`src/rtl/softmax_ctrl_pkg.sv`:
```
`default_nettype none
// ============================================================================
// Module      : softmax_pkg
// Description : Shared widths, state codes and helpers for the softmax engine
//               sequencer and the datapath blocks that decode its buses.
// Revision    : 1.0 - initial release
// ============================================================================
package softmax_pkg;

  // Default datapath word width for the engine
  localparam int unsigned DATA_WIDTH_DEFAULT = 24;

  // Bus widths
  localparam int unsigned STATE_W   = 4;
  localparam int unsigned IFM_CNT_W = 16;
  localparam int unsigned CMP_CNT_W = 8;

  // Phase codes seen by the exponent unit, accumulator, divider, write stage
  localparam logic [STATE_W-1:0] ST_IDLE  = 4'd0;
  localparam logic [STATE_W-1:0] ST_LOAD  = 4'd1;
  localparam logic [STATE_W-1:0] ST_EXP   = 4'd2;
  localparam logic [STATE_W-1:0] ST_DIV   = 4'd4;
  localparam logic [STATE_W-1:0] ST_WRITE = 4'd5;
  localparam logic [STATE_W-1:0] ST_DONE  = 4'd6;

  typedef enum logic [STATE_W-1:0] {
    S_IDLE  = ST_IDLE,
    S_LOAD  = ST_LOAD,
    S_EXP   = ST_EXP,
    S_DIV   = ST_DIV,
    S_WRITE = ST_WRITE,
    S_DONE  = ST_DONE
  } state_t;

  // Saturating increment of the completed-frame counter
  function automatic logic [CMP_CNT_W-1:0] cmp_sat_inc(input logic [CMP_CNT_W-1:0] v);
    return (&v) ? v : v + 1'b1;
  endfunction

endpackage
`default_nettype wire

```
`src/rtl/softmax_ctrl_if.sv`:
```
`default_nettype none
// ============================================================================
// Module      : softmax_ctrl_if
// Description : Host handshake and datapath control bundle of the softmax
//               sequencer. perf_cycles exists only with SOFTMAX_CTRL_PERF_EN.
// Revision    : 1.0 - initial release
// ============================================================================
interface softmax_ctrl_if;
  import softmax_pkg::*;

  // Host side
  logic                 start;
  logic                 in_valid;
  logic                 in_ready;
  logic                 div_done;
  // Datapath control
  logic [STATE_W-1:0]   state;
  logic [IFM_CNT_W-1:0] counter_ifm;
  logic [CMP_CNT_W-1:0] counter_compute;
  logic                 exp_en;
  logic                 acc_clr;
  logic                 acc_en;
  logic                 div_start;
  logic                 busy;
  logic                 done;
`ifdef SOFTMAX_CTRL_PERF_EN
  logic [31:0]          perf_cycles;
`endif

  // Host / datapath view
  modport master (
    output start, in_valid, div_done,
`ifdef SOFTMAX_CTRL_PERF_EN
    input  perf_cycles,
`endif
    input  in_ready, state, counter_ifm, counter_compute, exp_en, acc_clr,
           acc_en, div_start, busy, done
  );

  // Sequencer view
  modport slave (
    input  start, in_valid, div_done,
`ifdef SOFTMAX_CTRL_PERF_EN
    output perf_cycles,
`endif
    output in_ready, state, counter_ifm, counter_compute, exp_en, acc_clr,
           acc_en, div_start, busy, done
  );

endinterface
`default_nettype wire

```
`src/rtl/softmax_ctrl_phase_counter.sv`:
```
`default_nettype none
// ============================================================================
// Module      : phase_counter
// Description : Loadable up-counter with clear and enable, plus a terminal
//               count flag comparing the current value against a runtime
//               limit. Also exposes the next value so callers can register
//               decodes that line up with the counter.
// Revision    : 1.0 - initial release
// ============================================================================
module phase_counter #(
  parameter int unsigned WIDTH = 16
) (
  input  wire logic             clk,
  input  wire logic             rst_n,
  input  wire logic             i_clr,
  input  wire logic             i_load,
  input  wire logic [WIDTH-1:0] i_load_val,
  input  wire logic             i_en,
  input  wire logic [WIDTH-1:0] i_limit,
  output logic      [WIDTH-1:0] o_count,
  output logic      [WIDTH-1:0] o_count_nxt,
  output logic                  o_tc
);

  logic [WIDTH-1:0] r_count;
  logic [WIDTH-1:0] w_count_nxt;

  // Next value: clear beats load beats increment
  always_comb begin
    w_count_nxt = r_count;
    if (i_clr) begin
      w_count_nxt = '0;
    end else if (i_load) begin
      w_count_nxt = i_load_val;
    end else if (i_en) begin
      w_count_nxt = r_count + 1'b1;
    end
  end

  // Count register
  always_ff @(posedge clk or negedge rst_n) begin
    if (!rst_n) begin
      r_count <= '0;
    end else begin
      r_count <= w_count_nxt;
    end
  end

  assign o_count     = r_count;
  assign o_count_nxt = w_count_nxt;
  assign o_tc        = (r_count == i_limit);

endmodule
`default_nettype wire

```
`src/rtl/softmax_ctrl.sv`:
```
`default_nettype none
// ============================================================================
// Module      : softmax_ctrl
// Description : Frame sequencer for the softmax engine: LOAD -> EXP -> DIV ->
//               WRITE -> DONE. Drives the shared state code plus the
//               counter_ifm / counter_compute buses; every output registered.
//               Optional feature macro: SOFTMAX_CTRL_PERF_EN adds the
//               perf_cycles start-to-done counter.
// Revision    : 1.0 - initial release
// ============================================================================
module softmax_ctrl
  import softmax_pkg::*;
#(
  parameter int unsigned DATA_WIDTH  = softmax_pkg::DATA_WIDTH_DEFAULT,
  parameter int unsigned OUTPUT_SIZE = 10,
  parameter int unsigned EXP_LAT     = 4
) (
  input  wire logic     clk,
  input  wire logic     rst_n,
  softmax_ctrl_if.slave bus
);

  // Phase limits, expressed in counter_ifm units
  localparam logic [IFM_CNT_W-1:0] c_LOAD_LAST  = IFM_CNT_W'(OUTPUT_SIZE - 1);
  localparam logic [IFM_CNT_W-1:0] c_EXP_LAST   = IFM_CNT_W'(OUTPUT_SIZE + EXP_LAT - 1);
  localparam logic [IFM_CNT_W-1:0] c_WRITE_LAST = IFM_CNT_W'(OUTPUT_SIZE + 2);
  localparam logic [IFM_CNT_W-1:0] c_EXP_ISSUE  = IFM_CNT_W'(OUTPUT_SIZE);
  localparam logic [IFM_CNT_W-1:0] c_ACC_FIRST  = IFM_CNT_W'(EXP_LAT);
  localparam logic [IFM_CNT_W-1:0] c_ACC_END    = IFM_CNT_W'(EXP_LAT + OUTPUT_SIZE);
  localparam logic [IFM_CNT_W-1:0] c_WRITE_FIRST = IFM_CNT_W'(1);

  // Reject out-of-range configurations at elaboration
  if (OUTPUT_SIZE < 2 || OUTPUT_SIZE > 255) begin : g_bad_output_size
    $error("softmax_ctrl: OUTPUT_SIZE must be within 2..255");
  end
  if (EXP_LAT < 1 || EXP_LAT > 15) begin : g_bad_exp_lat
    $error("softmax_ctrl: EXP_LAT must be within 1..15");
  end
  if (DATA_WIDTH == 0) begin : g_bad_data_width
    $error("softmax_ctrl: DATA_WIDTH must be non-zero");
  end

  state_t               r_state;
  state_t               w_state_nxt;

  logic                 w_cnt_clr;
  logic                 w_cnt_load;
  logic                 w_cnt_en;
  logic [IFM_CNT_W-1:0] w_cnt_limit;
  logic [IFM_CNT_W-1:0] w_cnt;
  logic [IFM_CNT_W-1:0] w_cnt_nxt;
  logic                 w_cnt_tc;

  logic                 r_in_ready;
  logic                 r_exp_en;
  logic                 r_acc_en;
  logic                 r_acc_clr;
  logic                 r_div_start;
  logic                 r_busy;
  logic                 r_done;
  logic [CMP_CNT_W-1:0] r_cmp;

  // Shared index counter for every phase
  phase_counter #(
    .WIDTH (IFM_CNT_W)
  ) u_phase_counter (
    .clk         (clk),
    .rst_n       (rst_n),
    .i_clr       (w_cnt_clr),
    .i_load      (w_cnt_load),
    .i_load_val  (c_WRITE_FIRST),
    .i_en        (w_cnt_en),
    .i_limit     (w_cnt_limit),
    .o_count     (w_cnt),
    .o_count_nxt (w_cnt_nxt),
    .o_tc        (w_cnt_tc)
  );

  // Next state and counter control for the current phase
  always_comb begin
    w_state_nxt = r_state;
    w_cnt_clr   = 1'b0;
    w_cnt_load  = 1'b0;
    w_cnt_en    = 1'b0;
    w_cnt_limit = c_LOAD_LAST;
    case (r_state)
      S_IDLE: begin
        w_cnt_clr = 1'b1;
        if (bus.start) begin
          w_state_nxt = S_LOAD;
        end
      end
      S_LOAD: begin
        w_cnt_limit = c_LOAD_LAST;
        if (bus.in_valid) begin
          if (w_cnt_tc) begin
            w_cnt_clr   = 1'b1;
            w_state_nxt = S_EXP;
          end else begin
            w_cnt_en = 1'b1;
          end
        end
      end
      S_EXP: begin
        w_cnt_limit = c_EXP_LAST;
        if (w_cnt_tc) begin
          w_cnt_clr   = 1'b1;
          w_state_nxt = S_DIV;
        end else begin
          w_cnt_en = 1'b1;
        end
      end
      S_DIV: begin
        // counter_ifm enters WRITE at 1 so the write stage trigger lines up
        if (bus.div_done) begin
          w_cnt_load  = 1'b1;
          w_state_nxt = S_WRITE;
        end else begin
          w_cnt_clr = 1'b1;
        end
      end
      S_WRITE: begin
        w_cnt_limit = c_WRITE_LAST;
        if (w_cnt_tc) begin
          w_cnt_clr   = 1'b1;
          w_state_nxt = S_DONE;
        end else begin
          w_cnt_en = 1'b1;
        end
      end
      S_DONE: begin
        w_cnt_clr   = 1'b1;
        w_state_nxt = S_IDLE;
      end
      default: begin
        w_cnt_clr   = 1'b1;
        w_state_nxt = S_IDLE;
      end
    endcase
  end

  // State register; reset aborts any frame in flight
  always_ff @(posedge clk or negedge rst_n) begin
    if (!rst_n) begin
      r_state <= S_IDLE;
    end else begin
      r_state <= w_state_nxt;
    end
  end

  // Registered control strobes, decoded from next state and next count
  always_ff @(posedge clk or negedge rst_n) begin
    if (!rst_n) begin
      r_in_ready  <= 1'b0;
      r_exp_en    <= 1'b0;
      r_acc_en    <= 1'b0;
      r_acc_clr   <= 1'b0;
      r_div_start <= 1'b0;
      r_busy      <= 1'b0;
      r_done      <= 1'b0;
    end else begin
      r_in_ready  <= (w_state_nxt == S_LOAD);
      r_exp_en    <= (w_state_nxt == S_EXP) && (w_cnt_nxt < c_EXP_ISSUE);
      r_acc_en    <= (w_state_nxt == S_EXP) && (w_cnt_nxt >= c_ACC_FIRST) &&
                     (w_cnt_nxt < c_ACC_END);
      r_acc_clr   <= (r_state == S_IDLE) && bus.start;
      r_div_start <= (w_state_nxt == S_DIV) && (r_state != S_DIV);
      r_busy      <= (w_state_nxt != S_IDLE);
      r_done      <= (w_state_nxt == S_DONE);
    end
  end

  // Completed-frame count, bumped on WRITE entry; only reset clears it
  always_ff @(posedge clk or negedge rst_n) begin
    if (!rst_n) begin
      r_cmp <= '0;
    end else if ((w_state_nxt == S_WRITE) && (r_state != S_WRITE)) begin
      r_cmp <= cmp_sat_inc(r_cmp);
    end
  end

  assign bus.state           = r_state;
  assign bus.counter_ifm     = w_cnt;
  assign bus.counter_compute = r_cmp;
  assign bus.in_ready        = r_in_ready;
  assign bus.exp_en          = r_exp_en;
  assign bus.acc_en          = r_acc_en;
  assign bus.acc_clr         = r_acc_clr;
  assign bus.div_start       = r_div_start;
  assign bus.busy            = r_busy;
  assign bus.done            = r_done;

`ifdef SOFTMAX_CTRL_PERF_EN
  logic [31:0] r_perf_run;
  logic [31:0] r_perf_cycles;
  logic [31:0] w_perf_inc;

  assign w_perf_inc = (&r_perf_run) ? r_perf_run : r_perf_run + 32'd1;

  // Running frame age (cycles since the start cycle) and its capture at DONE
  always_ff @(posedge clk or negedge rst_n) begin
    if (!rst_n) begin
      r_perf_run    <= '0;
      r_perf_cycles <= '0;
    end else begin
      if (r_state == S_IDLE) begin
        r_perf_run <= 32'd1;
      end else begin
        r_perf_run <= w_perf_inc;
      end
      if ((w_state_nxt == S_DONE) && (r_state != S_DONE)) begin
        r_perf_cycles <= w_perf_inc;
      end
    end
  end

  assign bus.perf_cycles = r_perf_cycles;
`endif

endmodule
`default_nettype wire
```
`src/flat_wrapper.sv`:
```
// flat-port wrapper written by rule: the top's interface ports become plain ports
module softmax_ctrl_flat import softmax_pkg::*;
#(
  parameter int unsigned DATA_WIDTH  = softmax_pkg::DATA_WIDTH_DEFAULT,
  parameter int unsigned OUTPUT_SIZE = 10,
  parameter int unsigned EXP_LAT     = 4
)
  (clk, rst_n, bus_start, bus_in_valid, bus_div_done, bus_in_ready, bus_state, bus_counter_ifm, bus_counter_compute, bus_exp_en, bus_acc_clr, bus_acc_en, bus_div_start, bus_busy, bus_done);
  softmax_ctrl_if bus_i ();
  input  wire logic clk;
  input  wire logic rst_n;
  input wire logic [$bits(bus_i.start)-1:0] bus_start;
  input wire logic [$bits(bus_i.in_valid)-1:0] bus_in_valid;
  input wire logic [$bits(bus_i.div_done)-1:0] bus_div_done;
  output wire logic [$bits(bus_i.in_ready)-1:0] bus_in_ready;
  output wire logic [$bits(bus_i.state)-1:0] bus_state;
  output wire logic [$bits(bus_i.counter_ifm)-1:0] bus_counter_ifm;
  output wire logic [$bits(bus_i.counter_compute)-1:0] bus_counter_compute;
  output wire logic [$bits(bus_i.exp_en)-1:0] bus_exp_en;
  output wire logic [$bits(bus_i.acc_clr)-1:0] bus_acc_clr;
  output wire logic [$bits(bus_i.acc_en)-1:0] bus_acc_en;
  output wire logic [$bits(bus_i.div_start)-1:0] bus_div_start;
  output wire logic [$bits(bus_i.busy)-1:0] bus_busy;
  output wire logic [$bits(bus_i.done)-1:0] bus_done;
  assign bus_i.start = bus_start;
  assign bus_i.in_valid = bus_in_valid;
  assign bus_i.div_done = bus_div_done;
  assign bus_in_ready = bus_i.in_ready;
  assign bus_state = bus_i.state;
  assign bus_counter_ifm = bus_i.counter_ifm;
  assign bus_counter_compute = bus_i.counter_compute;
  assign bus_exp_en = bus_i.exp_en;
  assign bus_acc_clr = bus_i.acc_clr;
  assign bus_acc_en = bus_i.acc_en;
  assign bus_div_start = bus_i.div_start;
  assign bus_busy = bus_i.busy;
  assign bus_done = bus_i.done;
  softmax_ctrl #(.DATA_WIDTH(DATA_WIDTH), .OUTPUT_SIZE(OUTPUT_SIZE), .EXP_LAT(EXP_LAT)) u_core (.clk(clk), .rst_n(rst_n), .bus(bus_i));
endmodule
```
`config.mk`:
```
export PLATFORM = sky130hd
export DESIGN_NAME = softmax_ctrl_flat
export DESIGN_NICKNAME = d
export VERILOG_FILES = /design/src/rtl/softmax_ctrl_pkg.sv /design/src/rtl/softmax_ctrl_if.sv /design/src/rtl/softmax_ctrl_phase_counter.sv /design/src/rtl/softmax_ctrl.sv /design/src/flat_wrapper.sv
export SDC_FILE = /design/constraint.sdc
export NUM_CORES = 1
export LEC_CHECK = 0
export ABC_AREA = 1
export ABC_CLOCK_PERIOD_IN_PS = 2000
export BUFFER_PORTS_ARGS = -buffer_cell sky130_fd_sc_hd__clkbuf_2
export CAP_MARGIN = 30
export CORE_ASPECT_RATIO = 1.25
export CORE_MARGIN = 8
export CORE_UTILIZATION = 40
export DETAILED_ROUTE_END_ITERATION = 8
export GPL_TIMING_DRIVEN = 0
export PLACE_DENSITY = 0.71
export SLEW_MARGIN = 20
export SYNTH_ARGS = -nofsm -noshare
export SYNTH_HDL_FRONTEND = slang
export SYNTH_SLANG_ARGS = --single-unit
```
`constraint.sdc`:
```
create_clock -name clk -period 2 [get_ports clk]
set_input_delay 0.1 -clock clk [delete_from_list [all_inputs] [get_ports clk]]
set_output_delay 0.1 -clock clk [all_outputs]
set_load 0.005 [all_outputs]
```
* After elaboration in Yosys (flattened, before gate mapping)
Index checks and enable logic that the tools add are counted.
** Storage, ports and cells
- Register bits :: 35
- Bits in latches :: 0
- Bits in writable memories :: 0
- Bits in read-only memories :: 0
- Bits of input ports :: 5
- Output and inout bits :: 35
- Word-level logic and storage cells :: 59
- Memories kept :: 0
** Cells by class
- $add $sub $neg :: 2
- Multipliers :: 0
- Divide/modulo/power cells :: 0
- $lt $le $gt $ge :: 3
- Eq/ne operators :: 12
- Shift-type cells :: 0
- Mux-type cells :: 20
- Bitwise gates (word level) :: 1
- Reductions and logical operators :: 11
** Operators by type and width (count)
- $mux 16 :: 3
- $lt 16x4->1 const B :: 2
- $mux 4 :: 6
- $eq 4x3->1 const B :: 5
- $pmux 4 s5 :: 1
- $add 16x1->16 const B :: 1
- $eq 16x16->1 :: 1
- $ge 16x3->1 const B :: 1
- $add 8x1->8 const B :: 1
- $eq 4x1->1 const B :: 2
- $eq 4x2->1 const B :: 2
- $ne 4x3->1 const B :: 2
- $reduce_and 8->1 :: 1
- $mux 1 :: 7
- $logic_and 1x1->1 :: 6
- $pmux 3 s2 :: 1
- $logic_not 4->1 :: 1
- $reduce_bool 4->1 :: 1
- $pmux 1 s3 :: 1
- $pmux 1 s2 :: 1
- $reduce_and 2->1 :: 1
- $reduce_or 2->1 :: 1
- $not 1->1 :: 1

* Depth between registers and ports, before layout
Gate-level depths: netlist (run 1).
- Depth after elaboration :: 12
- Mapped depth :: 19
- Mapped depth without buffers :: 18

* Modules after synthesis
Synthesis (run 1) repeated with hierarchy kept, for this count alone.
** Unflattened totals
- Cell total of the unflattened synthesis :: 334
- Area, all modules :: 2427.3 sq um
** By module, submodules not included
- phase_counter :: instances 1, cells an instance 200, area each 1350.0 sq um, seq. area each 400.4 sq um
- softmax_ctrl :: instances 1, cells an instance 134, area each 1077.3 sq um, seq. area each 475.5 sq um

* Least setup slack after synthesis (run 1)
OpenSTA, ideal clock, no wires.
- Path kind :: reg-to-reg
- From :: register u_core.r_state[2] (netlist: u_core.bus.state[2])
- To :: register u_core.r_acc_en (netlist: u_core.bus.acc_en)
- Setup time :: 0.115 ns
- Data arrival time :: 1.750 ns
- Data required time :: 1.885 ns
- Path slack :: 0.135 ns
- Cell stages (with the launch flop) :: 16
- Path buffers :: 1
- Period minus slack after synthesis :: 1.865 ns
- Cell sequence :: dfrtp_1 > nor2_1 > nand2_2 > nand2_2 > inv_1 > nand2_2 > nand2_4 > nand3_2 > nand3_2 > nor2_4 > buf_6 > nand2_1 > inv_1 > nand3_1 > nand2_1 > nor2_1
** On the way
- Longest elaborated chain between the ends :: 12
- Elaborated cells between the ends (all ways) :: 30
- Those cells by class :: 2 x order compare; 6 x eq/ne; 18 x mux; 4 x reduce/logical
** RTL lines
- from (decl) :: line softmax_ctrl.sv:43 : state_t r_state;
- from (signal assigned) :: line softmax_ctrl.sv:147 : r_state <= w_state_nxt;
- $eq 4x3->1 or $eq 4x2->1 (tied branches) :: line softmax_ctrl.sv:86 : case (r_state)
- $pmux 3 s2 :: line softmax_ctrl.sv:86
- $eq 16x16->1 :: line softmax_ctrl_phase_counter.sv:51 : assign o_tc = (r_count == i_limit);
- $mux 1 :: line softmax_ctrl.sv:96, softmax_ctrl.sv:106, softmax_ctrl.sv:124
- $mux 1 :: line softmax_ctrl.sv:95 : if (bus.in_valid) begin
- $pmux 1 s2 :: line softmax_ctrl.sv:86
- $mux 16 :: line softmax_ctrl_phase_counter.sv:35 : end else if (i_en) begin
- $mux 16 :: line softmax_ctrl_phase_counter.sv:33 : end else if (i_load) begin
- $mux 16 * :: line softmax_ctrl_phase_counter.sv:31 : if (i_clr) begin
- named net u_core.u_phase_counter.o_count_nxt[2] :: line softmax_ctrl_phase_counter.sv:21 : output logic [WIDTH-1:0] o_count_nxt,
- $ge 16x3->1 :: line softmax_ctrl.sv:164 : r_acc_en <= (w_state_nxt == S_EXP) && (w_cnt_nxt >= c_ACC_FIRST) &&
- $logic_and 1x1->1 :: line softmax_ctrl.sv:164
- $logic_and 1x1->1 * :: line softmax_ctrl.sv:164
- to (signal assigned) :: line softmax_ctrl.sv:164
- to (decl) :: line softmax_ctrl.sv:56 : logic r_acc_en;
Mark *: on every way through the listed nets, which the timed path passes. The rest lies on a longest branch.
A chain may end at the register's enable or synchronous reset.

* Worst setup path after layout (run 1)
- From :: register u_core.r_state[0] (netlist: u_core.bus.state[0])
- To :: register u_core.r_exp_en (netlist: u_core.bus.exp_en)
** On the way
- Longest elaborated chain between the ends :: 11
- Elaborated cells between the ends (all ways) :: 28
- Those cells by class :: 1 x order compare; 6 x eq/ne; 18 x mux; 3 x reduce/logical
** RTL lines
- $eq 4x3->1 or $eq 4x2->1 (tied branches) :: line softmax_ctrl.sv:86
- $pmux 3 s2 :: line softmax_ctrl.sv:86
- $eq 16x16->1 :: line softmax_ctrl_phase_counter.sv:51
- $mux 1 :: line softmax_ctrl.sv:96, softmax_ctrl.sv:106, softmax_ctrl.sv:124
- $mux 1 :: line softmax_ctrl.sv:95
- $pmux 1 s2 :: line softmax_ctrl.sv:86
- $mux 16 :: line softmax_ctrl_phase_counter.sv:35
- $mux 16 :: line softmax_ctrl_phase_counter.sv:33
- $mux 16 :: line softmax_ctrl_phase_counter.sv:31
- $lt 16x4->1 :: line softmax_ctrl.sv:163 : r_exp_en <= (w_state_nxt == S_EXP) && (w_cnt_nxt < c_EXP_ISSUE);
- $logic_and 1x1->1 * :: line softmax_ctrl.sv:163
- to (signal assigned) :: line softmax_ctrl.sv:163
- to (decl) :: line softmax_ctrl.sv:55 : logic r_exp_en;
Every way passes the cells marked *; elsewhere a longest branch is shown, timed or not.

==> metrics.md, run 1 <==
| Metric | Value |
|---|---|
| Primary FF master, synth | sky130_fd_sc_hd__dfrtp_1 |
| Fraction of layout cells with a size suffix above 1 | 39.5% |
| Violated checks | negative setup slack |
| Crit Path Max Fanout | 10 |
| Die span in y | 98.8 µm |
| Master of the slowest instance on the critical path | sky130_fd_sc_hd__dfrtp_2 |
| Cell family with most CP delay | simple AND/OR/NAND/NOR gates |
| Final hold violation count | 0 |
| Number of global-route vias before repair | between 2k and 2.5k |
| TritonCTS buffer count | 5 |
| Area of the mapped netlist | 2200 µm² |
| Combinational family with the most area after synthesis | simple AND/OR/NAND/NOR gates |
| Library cell with the largest summed area after synthesis | sky130_fd_sc_hd__dfrtp_1 |
| Number of enable-type register cells in the synthesized netlist | 0 |
| First-pass GRT wire length | 9390 µm |
| DR vias | 2,147 |
| Cell count after synthesis | about 290 |
| Warnings from Yosys | 0 |
| Number of flip-flops in the largest register | 16 |
| H-tree levels | 2 |
| Row Count | 30 |
| Worst Hold Class | primary input to register |
| Worst reg-to-reg setup slack | -0.12 ns |
| P&R area growth vs syn | 35.2% |
| Initial cell density of the core | 40.9% |
| Total leakage power | 1.67 nW |
| Final Wtd Congestion | 0.853 |
| Launch point of the worst hold path | bus_start |
| DRC violations left | 0 |
| Library cell with the highest instance count after synthesis | sky130_fd_sc_hd__nand2_1 |
| Adder-cell area share of the yosys netlist | 1.14% |
| Min cycle time layout | 2.12 ns |
| Fmax | approximately 0.47 GHz |
| Final net count | 371 |
| Slowest Stage Delay on Critical Path | approximately 0.42 ns |
| Ys async rst share | 100% |
| Depth of the most critical reg-to-reg path | 17 |
| Type of origin of the critical path | register |
| Fin crit share | 106% |
| Detailed-route wire length | 5900 µm |
| Capturing element type of the critical path | register |
| Root Buffer | sky130_fd_sc_hd__clkbuf_8 |
| Most instantiated cells after synthesis | sky130_fd_sc_hd__nand2_1, sky130_fd_sc_hd__inv_1, sky130_fd_sc_hd__nor2_1 |
| Fin worst setup slack | -0.124 ns |
| Fraction of post-synthesis cell area in the top cell type by area | 39.9% |
| # setup viols final | 2 |
| Arr. time, crit path | 2.36 ns |
| Net Count, Synth | 298 |
| Multiplexer share of the synthesized area | 0.513% |
| Part of the Yosys area used for sequential elements | between 30% and 40% |
| Global route total overflow | 0 |
| Max Root-Sink Buffers | 2 |
| Power per cell area | roughly 550 nW/µm² |
| Overall routing resource usage | 14.6% |
| Outcome | finished, violations left |
| Xor and xnor fraction of the mapped netlist area | 5.19% |
| Area of the die | 8130 µm² |
| Number of optimization iterations in the first detailed-route pass | 4 |
| Critical Path, Cell by Cell | inv_2 -> nor2_4 -> nand2_4 -> nand2_4 -> inv_1 -> nand2_2 -> nand2_4 -> nand2_8 -> nand2_8 -> inv_4 -> buf_8 -> nand3_1 -> nand3_2 -> nand3_1 -> nor2_2 -> nand2_1 -> nor2_1 |
| Antenna-violating nets left | 0 |
| Average footprint of a synthesized cell | 7.55 µm² |
| Number of port buffers | 39 |
| Skew-Pair Late Insertion Delay | 0.31 ns |
| Std-Cell Core Area | 5370 µm² |
| Levels on crit path | 17 |
| Initial antenna violation count | 0 |
| Leading cell types by total area after synthesis | sky130_fd_sc_hd__dfrtp_1, sky130_fd_sc_hd__nand2_1, sky130_fd_sc_hd__nand3_1 |
| Min-Delay Endpoint | u_core.bus.acc_clr |
| Simple-gate area share of the yosys netlist | around two fifths |
| Yosys cell types | 31 |
| Hold Crit Depth | 3 |
| Terminus of the critical flop-to-flop path | u_core.bus.exp_en |
| Max-slew violation total from the final report | 0 |
| Required time worst endpoint | roughly 2.2 ns |
| 1st-iter DRT viols | 134 |
| Number of diodes | 0 |
| Routed len/inst | 13.7 µm |
| Type of the worst setup path | register to register |
| FF-to-FF Start | u_core.bus.state[0] |
| Max-capacitance violation count | 0 |
| Post-DR vias/cell | 5.00 |
| Buffering stage count on the worst path with inverters included | 4 |
| I/O pin total | 40 |
| Clock sink total | 35 |
| Die width | 82.3 µm |
| Flops & latches, synth | 35 |
| Largest net degree at the start of global routing | 36 |
| Worst setup skew after layout | 0.0109 ns |
| Final Core Density | around 55% |
| Most frequent cell on the critical path | sky130_fd_sc_hd__nand2_4 |
| Detailed Place HPWL | 3920 µm |
| TritonCTS clock tree | yes |
| Synth Area in Compound Gates | 4.62% |
| Setup repair after global routing missed its margin | yes |
| Clk pin slew, worst setup/hold paths | roughly 0.08 ns |
| Worst IR Drop VDD | 294 µV |
| Pre-CTS setup slack | -0.192 ns |
## stage by stage
stage	power, mW	cell area, µm²	hold WS (ns)	cells	TNS [ns]
floorplan	0.839	2200	-0.196	291	0
global placement	0.896	2470	0.250	394	-0.527
detailed placement	0.898	2470	0.272	394	-0.486
CTS	1.61	2780	0.0362	416	-0.194
global route	1.68	2970	0.0515	429	-0.555
finish	1.63	2970	0.0345	429	-0.231
## worst max path at each step
| stage | from | end | slack [ns] |
|---|---|---|---|
| final | u_core.bus.state[0] | u_core.bus.exp_en | -0.12 |
| after global routing | u_core.bus.state[0] | u_core.bus.exp_en | -0.28 |
| after CTS | u_core.bus.state[2] | u_core.bus.acc_en | -0.08 |
| after detailed placement | u_core.u_phase_counter.o_count[12] | u_core.bus.acc_en | -0.19 |
| after global placement | u_core.u_phase_counter.o_count[12] | u_core.bus.exp_en | -0.21 |
| after floorplan | u_core.bus.state[2] | u_core.bus.acc_en | 0.14 |
## routing by layer
layer	GRT usage (%)	vias to the layer above	part of all wire, %
met1	16.7	1019	39
met3	2.46	13	4.9
li1	-	1055	-
met4	8.13	0	2.7
met5	0	-	0
met2	24.4	60	53
## worst reg2reg max path, cell delays in order (launching register included)
cell	delay, ns
sky130_fd_sc_hd__dfrtp_2	0.42
sky130_fd_sc_hd__inv_2	0.07
sky130_fd_sc_hd__nor2_4	0.17
sky130_fd_sc_hd__nand2_4	0.10
sky130_fd_sc_hd__nand2_4	0.08
sky130_fd_sc_hd__inv_1	0.05
sky130_fd_sc_hd__nand2_2	0.07
sky130_fd_sc_hd__nand2_4	0.08
sky130_fd_sc_hd__nand2_8	0.08
sky130_fd_sc_hd__nand2_8	0.08
sky130_fd_sc_hd__inv_4	0.08
sky130_fd_sc_hd__buf_8	0.13
sky130_fd_sc_hd__nand3_1	0.12
sky130_fd_sc_hd__nand3_2	0.12
sky130_fd_sc_hd__nand3_1	0.09
sky130_fd_sc_hd__nor2_2	0.13
sky130_fd_sc_hd__nand2_1	0.08
sky130_fd_sc_hd__nor2_1	0.11
## cell usage in the layout, fill, tap and decap left out, types with 2 or more instances in the layout
cell and n:
sky130_fd_sc_hd__nor2_2 9, sky130_fd_sc_hd__nand3_1 30, sky130_fd_sc_hd__nand2_2 8, sky130_fd_sc_hd__nor2_4 5, sky130_fd_sc_hd__nand3b_1 2, sky130_fd_sc_hd__o21ai_2 2
sky130_fd_sc_hd__nor3_2 3, sky130_fd_sc_hd__nand3_2 5, sky130_fd_sc_hd__buf_8 2, sky130_fd_sc_hd__buf_4 23, sky130_fd_sc_hd__dfrtp_1 24, sky130_fd_sc_hd__inv_2 9
sky130_fd_sc_hd__nor2_1 27, sky130_fd_sc_hd__dfrtp_2 11, sky130_fd_sc_hd__buf_6 3, sky130_fd_sc_hd__nand3_4 2, sky130_fd_sc_hd__inv_1 39, sky130_fd_sc_hd__nand4_1 4
sky130_fd_sc_hd__xor2_1 9, sky130_fd_sc_hd__clkbuf_2 39, sky130_fd_sc_hd__o31ai_1 2, sky130_fd_sc_hd__o21ai_0 5, sky130_fd_sc_hd__nand2_8 2, sky130_fd_sc_hd__nand2_4 6
sky130_fd_sc_hd__clkbuf_8 6, sky130_fd_sc_hd__nor3_1 3, sky130_fd_sc_hd__nand2_1 62, sky130_fd_sc_hd__o21ai_1 5, sky130_fd_sc_hd__xnor2_1 4
## layout make-up
class                      count  area, µm²
multi-input combinational    204       1220
sequential                    35        890
inverter                      49        186
timing repair buffer          66        428
clock buffer                   6       82.6
buffer                         3       41.3
fill                         482       2400
clock inverter                 2       38.8
tap                           64       80.1
## power breakdown
part	total [mW]	switching, mW	internal (mW)
Combinational	0.195	0.116	0.0798
Sequential	0.735	0.0119	0.723
Clock	0.695	0.285	0.410
Total	1.63	0.412	1.21
## logic make-up after synthesis
logic type / Yosys count
DFF: 35
adders and majority gates: 2
muxes: 1
buffers and inverters: 52
and+or+nand+nor: 170
AOI/OAI and AO/OA: 17
other: 1
xor gates and xnor gates: 13
## repair_timing
| item | CTS | global route |
|---|---|---|
| setup buffers | 12 | 12 |
| pin swaps | 9 | 8 |
| gates cloned | 1 | 0 |
| hold buffers | 1 | 0 |
| resized for setup | 29 | 25 |
| endpoints found under the hold margin | 35 | 0 |
| setup endpoints to repair | 3 | 12 |
No activity file was read; power rests on OpenSTA's default activity.
==> run 2: changes to the inputs <==
--- a/config.mk
+++ b/config.mk
@@ -9,12 +9,14 @@
 export ABC_CLOCK_PERIOD_IN_PS = 2000
 export BUFFER_PORTS_ARGS = -buffer_cell sky130_fd_sc_hd__clkbuf_2
 export CAP_MARGIN = 30
+export CELL_PAD_IN_SITES_DETAIL_PLACEMENT = 1
+export CELL_PAD_IN_SITES_GLOBAL_PLACEMENT = 1
 export CORE_ASPECT_RATIO = 1.25
 export CORE_MARGIN = 8
 export CORE_UTILIZATION = 40
 export DETAILED_ROUTE_END_ITERATION = 8
 export GPL_TIMING_DRIVEN = 0
-export PLACE_DENSITY = 0.71
+export PLACE_DENSITY = 0.87
 export SLEW_MARGIN = 20
 export SYNTH_ARGS = -nofsm -noshare
 export SYNTH_HDL_FRONTEND = slang
==> run 2 against run 1 <==
The flow still finishes with violations (negative setup slack). Die area unchanged. Flip-flop and latch count stayed put. Critical path type unchanged. Cell count increased by 1.9%. Non-clock buffer count grew 8. Via count is 6.7% higher. Clock-buffer cell count stayed put. Largest cell class unchanged. Critical path depth down 1. Cell area rose by 0.97%. Utilization up 0.54 points. Clock skew fell by 0.0011 ns.
==> metrics.md, run 2 (synthesis gave the netlist of run 1 again) <==
| Metric | Value |
|---|---|
| Outcome | finished, violations left |
| Violated checks | negative setup slack |
| Final Wtd Congestion | 0.855 (+0.30%) |
| Arr. time, crit path | 2.50 ns (+0.14 ns) |
| Grt met1 use | 19.1% (+2.3 points) |
| Root Buffer | sky130_fd_sc_hd__clkbuf_8 |
| Die width | 82.3 µm (unchanged) |
| Type of origin of the critical path | register |
| Area used by sequential logic in the layout | 888 µm² (-0.14%) |
| Grt met3 use | 3.37% (+0.91 points) |
| Die span in y | 98.8 µm (unchanged) |
| Number of flip-flops in the largest register | 16 (unchanged) |
| Crit path launch | u_core.u_phase_counter.o_count[1] |
| Total leakage power | 1.70 nW (+2.0%) |
| Min cycle time layout | 2.30 ns (+0.177 ns) |
| Number of diodes | 0 (unchanged) |
| Placed cell count | 394 (unchanged) |
| Max-capacitance violation count | 0 (unchanged) |
| Largest net degree at the start of global routing | 36 (unchanged) |
| Capturing element type of the critical path | register |
| Post-DR vias/cell | 5.24 (+4.7%) |
| Final hold violation count | 0 (unchanged) |
| Crit Path Max Fanout | 5 (-5) |
| Skew-Pair Late Insertion Delay | 0.30 ns (about the same) |
| Global route total overflow | 0 (unchanged) |
| TritonCTS buffer count | 5 (unchanged) |
| Fin worst setup slack | -0.301 ns (-0.177 ns) |
| Hold Slack | 0.0556 ns (+0.0211 ns) |
| Max-slew violation total from the final report | 0 (unchanged) |
| Initial antenna violation count | 0 (unchanged) |
| Worst IR Drop VDD | 456 µV (+55%) |
| Initial cell density of the core | 40.9% (unchanged) |
| H-tree levels | 2 (unchanged) |
| Antenna-violating nets left | 0 (unchanged) |
| Fill cell total of the finished layout | 671 (+39%) |
| Power per cell area | 489 nW/µm² (-11%) |
| Number of global-route vias before repair | 2,412 (+19%) |
| P&R area growth vs syn | 36.5% |
| Final TNS setup | -0.816 ns (-0.585 ns) |
| Number of port buffers | 39 (unchanged) |
| Worst Hold Class | primary input to register |
| Commonest cells after routing, fill and taps aside | sky130_fd_sc_hd__nand2_1, sky130_fd_sc_hd__inv_1, sky130_fd_sc_hd__clkbuf_2, sky130_fd_sc_hd__buf_4 |
| Area used by multi-input combinational logic | 1240 µm² (+1.4%) |
| Fin crit share | 115% (+8.9 points) |
| Max Root-Sink Buffers | 2 (unchanged) |
| Type of the worst setup path | register to register |
| Fraction of layout cells with a size suffix above 1 | 39.7% (+0.23 points) |
| Setup repair after global routing missed its margin | yes |
| DRC violations left | 0 (unchanged) |
| Area of the die | 8130 µm² (unchanged) |
| TritonCTS clock tree | yes |
| Std-Cell Core Area | 5370 µm² (unchanged) |
| Overall routing resource usage | 17.6% (+3.1 points) |
| Non-filler cells, final | 437 (+1.9%) |
| Most frequent standard cell in the layout excluding fill and tap cells | sky130_fd_sc_hd__nand2_1 |
| Routed len/inst | 18.3 µm (+33%) |
| Pre-CTS setup slack | -0.339 ns (-0.147 ns) |
| Most Crowded Layer GR | met2 |
| Required time worst endpoint | 2.20 ns (-0.03 ns) |
| Fmax | 0.435 GHz (-7.7%) |
| First-pass GRT wire length | 11,400 µm (+21%) |
| Clock sink total | 35 (unchanged) |
| # setup viols final | 4 (+2) |
| Detailed Place HPWL | 4760 µm (+21%) |
| Launch point of the worst hold path | bus_start |
| Worst setup skew after layout | 0.00984 ns (-0.00110 ns) |
| DR vias | 2,290 (+6.7%) |
| GRT met2 Usage | 31.8% (+7.4 points) |
| Clk pin slew, worst setup/hold paths | 0.08 ns (about the same) |
| Row Count | 30 (unchanged) |
| Number of optimization iterations in the first detailed-route pass | 4 (unchanged) |
| Detailed-route wire length | 8000 µm (+36%) |
| FF-to-FF Start | u_core.u_phase_counter.o_count[1] |
| Final net count | 379 (+2.2%) |
| I/O pin total | 40 (unchanged) |
| 1st-iter DRT viols | 94 (-30%) |
## run 2: through the flow
step	total power, mW	instance area (µm²)	util, %
floorplan	0.839	2200	-
global placement	0.897	2470	46.0
detailed placement	0.902	2470	46.0
CTS	1.45	2800	52.2
global route	1.51	3000	55.9
finish	1.47	3000	55.9
## run 2: final timing paths
kind                       slack [ns]                           endpoint  depth (start not counted)
hold / removal                   0.06                 u_core.bus.acc_clr                          3
setup / recovery                -0.30                  u_core.bus.acc_en                         16
setup reg to reg                -0.30                  u_core.bus.acc_en                         16
max in group asynchronous        1.38  u_core.u_phase_counter.o_count[5]                          3
min in group asynchronous        0.19      u_core.bus.counter_compute[7]                          2
hold reg to reg                  0.51      u_core.bus.counter_compute[7]                          1
## run 2: routing by layer
layer / vias up / wire (µm)
met5: - / 0
met4: 0 / 311
met3: 22 / 391
met2: 59 / 4350
met1: 1139 / 2950
li1: 1070 / -
## run 2: final cells by class
type / count / share of cell area, %
well taps: 64 / 2.67
flip-flops and latches: 35 / 29.6
plain buffers: 3 / 1.38
multi-input cells: 204 / 41.4
clock buffers: 6 / 2.42
repair buffers: 74 / 15.9
inverters: 49 / 6.22
clock inverters: 2 / 0.417
## run 2: timing repair
item,in CTS,in global routing
pin swaps,6,7
resized for setup,34,19
setup buffers,16,16
hold endpoints to repair,35,0
hold buffers,1,0
gates cloned,1,0
endpoints found under the setup margin,16,9
## run 2: report_power, final
part	total (mW)	switching, mW	internal, mW
clock	0.521	0.278	0.244
combinational	0.211	0.127	0.0833
sequential	0.735	0.0127	0.722
total	1.47	0.418	1.05
## run 2: critical path, stage by stage, from the launching register on
cell and delay [ns]:
sky130_fd_sc_hd__dfrtp_1 0.43, sky130_fd_sc_hd__inv_1 0.18, sky130_fd_sc_hd__nand2_1 0.12, sky130_fd_sc_hd__nor2_2 0.17
sky130_fd_sc_hd__nand2_4 0.09, sky130_fd_sc_hd__nor2_8 0.16, sky130_fd_sc_hd__buf_4 0.14, sky130_fd_sc_hd__nand3_4 0.07
sky130_fd_sc_hd__nand3_4 0.09, sky130_fd_sc_hd__nor2_4 0.07, sky130_fd_sc_hd__buf_4 0.13, sky130_fd_sc_hd__nand3_1 0.12
sky130_fd_sc_hd__nand2_1 0.09, sky130_fd_sc_hd__nor2_1 0.13, sky130_fd_sc_hd__nand2_1 0.08, sky130_fd_sc_hd__nand2_1 0.08
sky130_fd_sc_hd__nor2_1 0.05
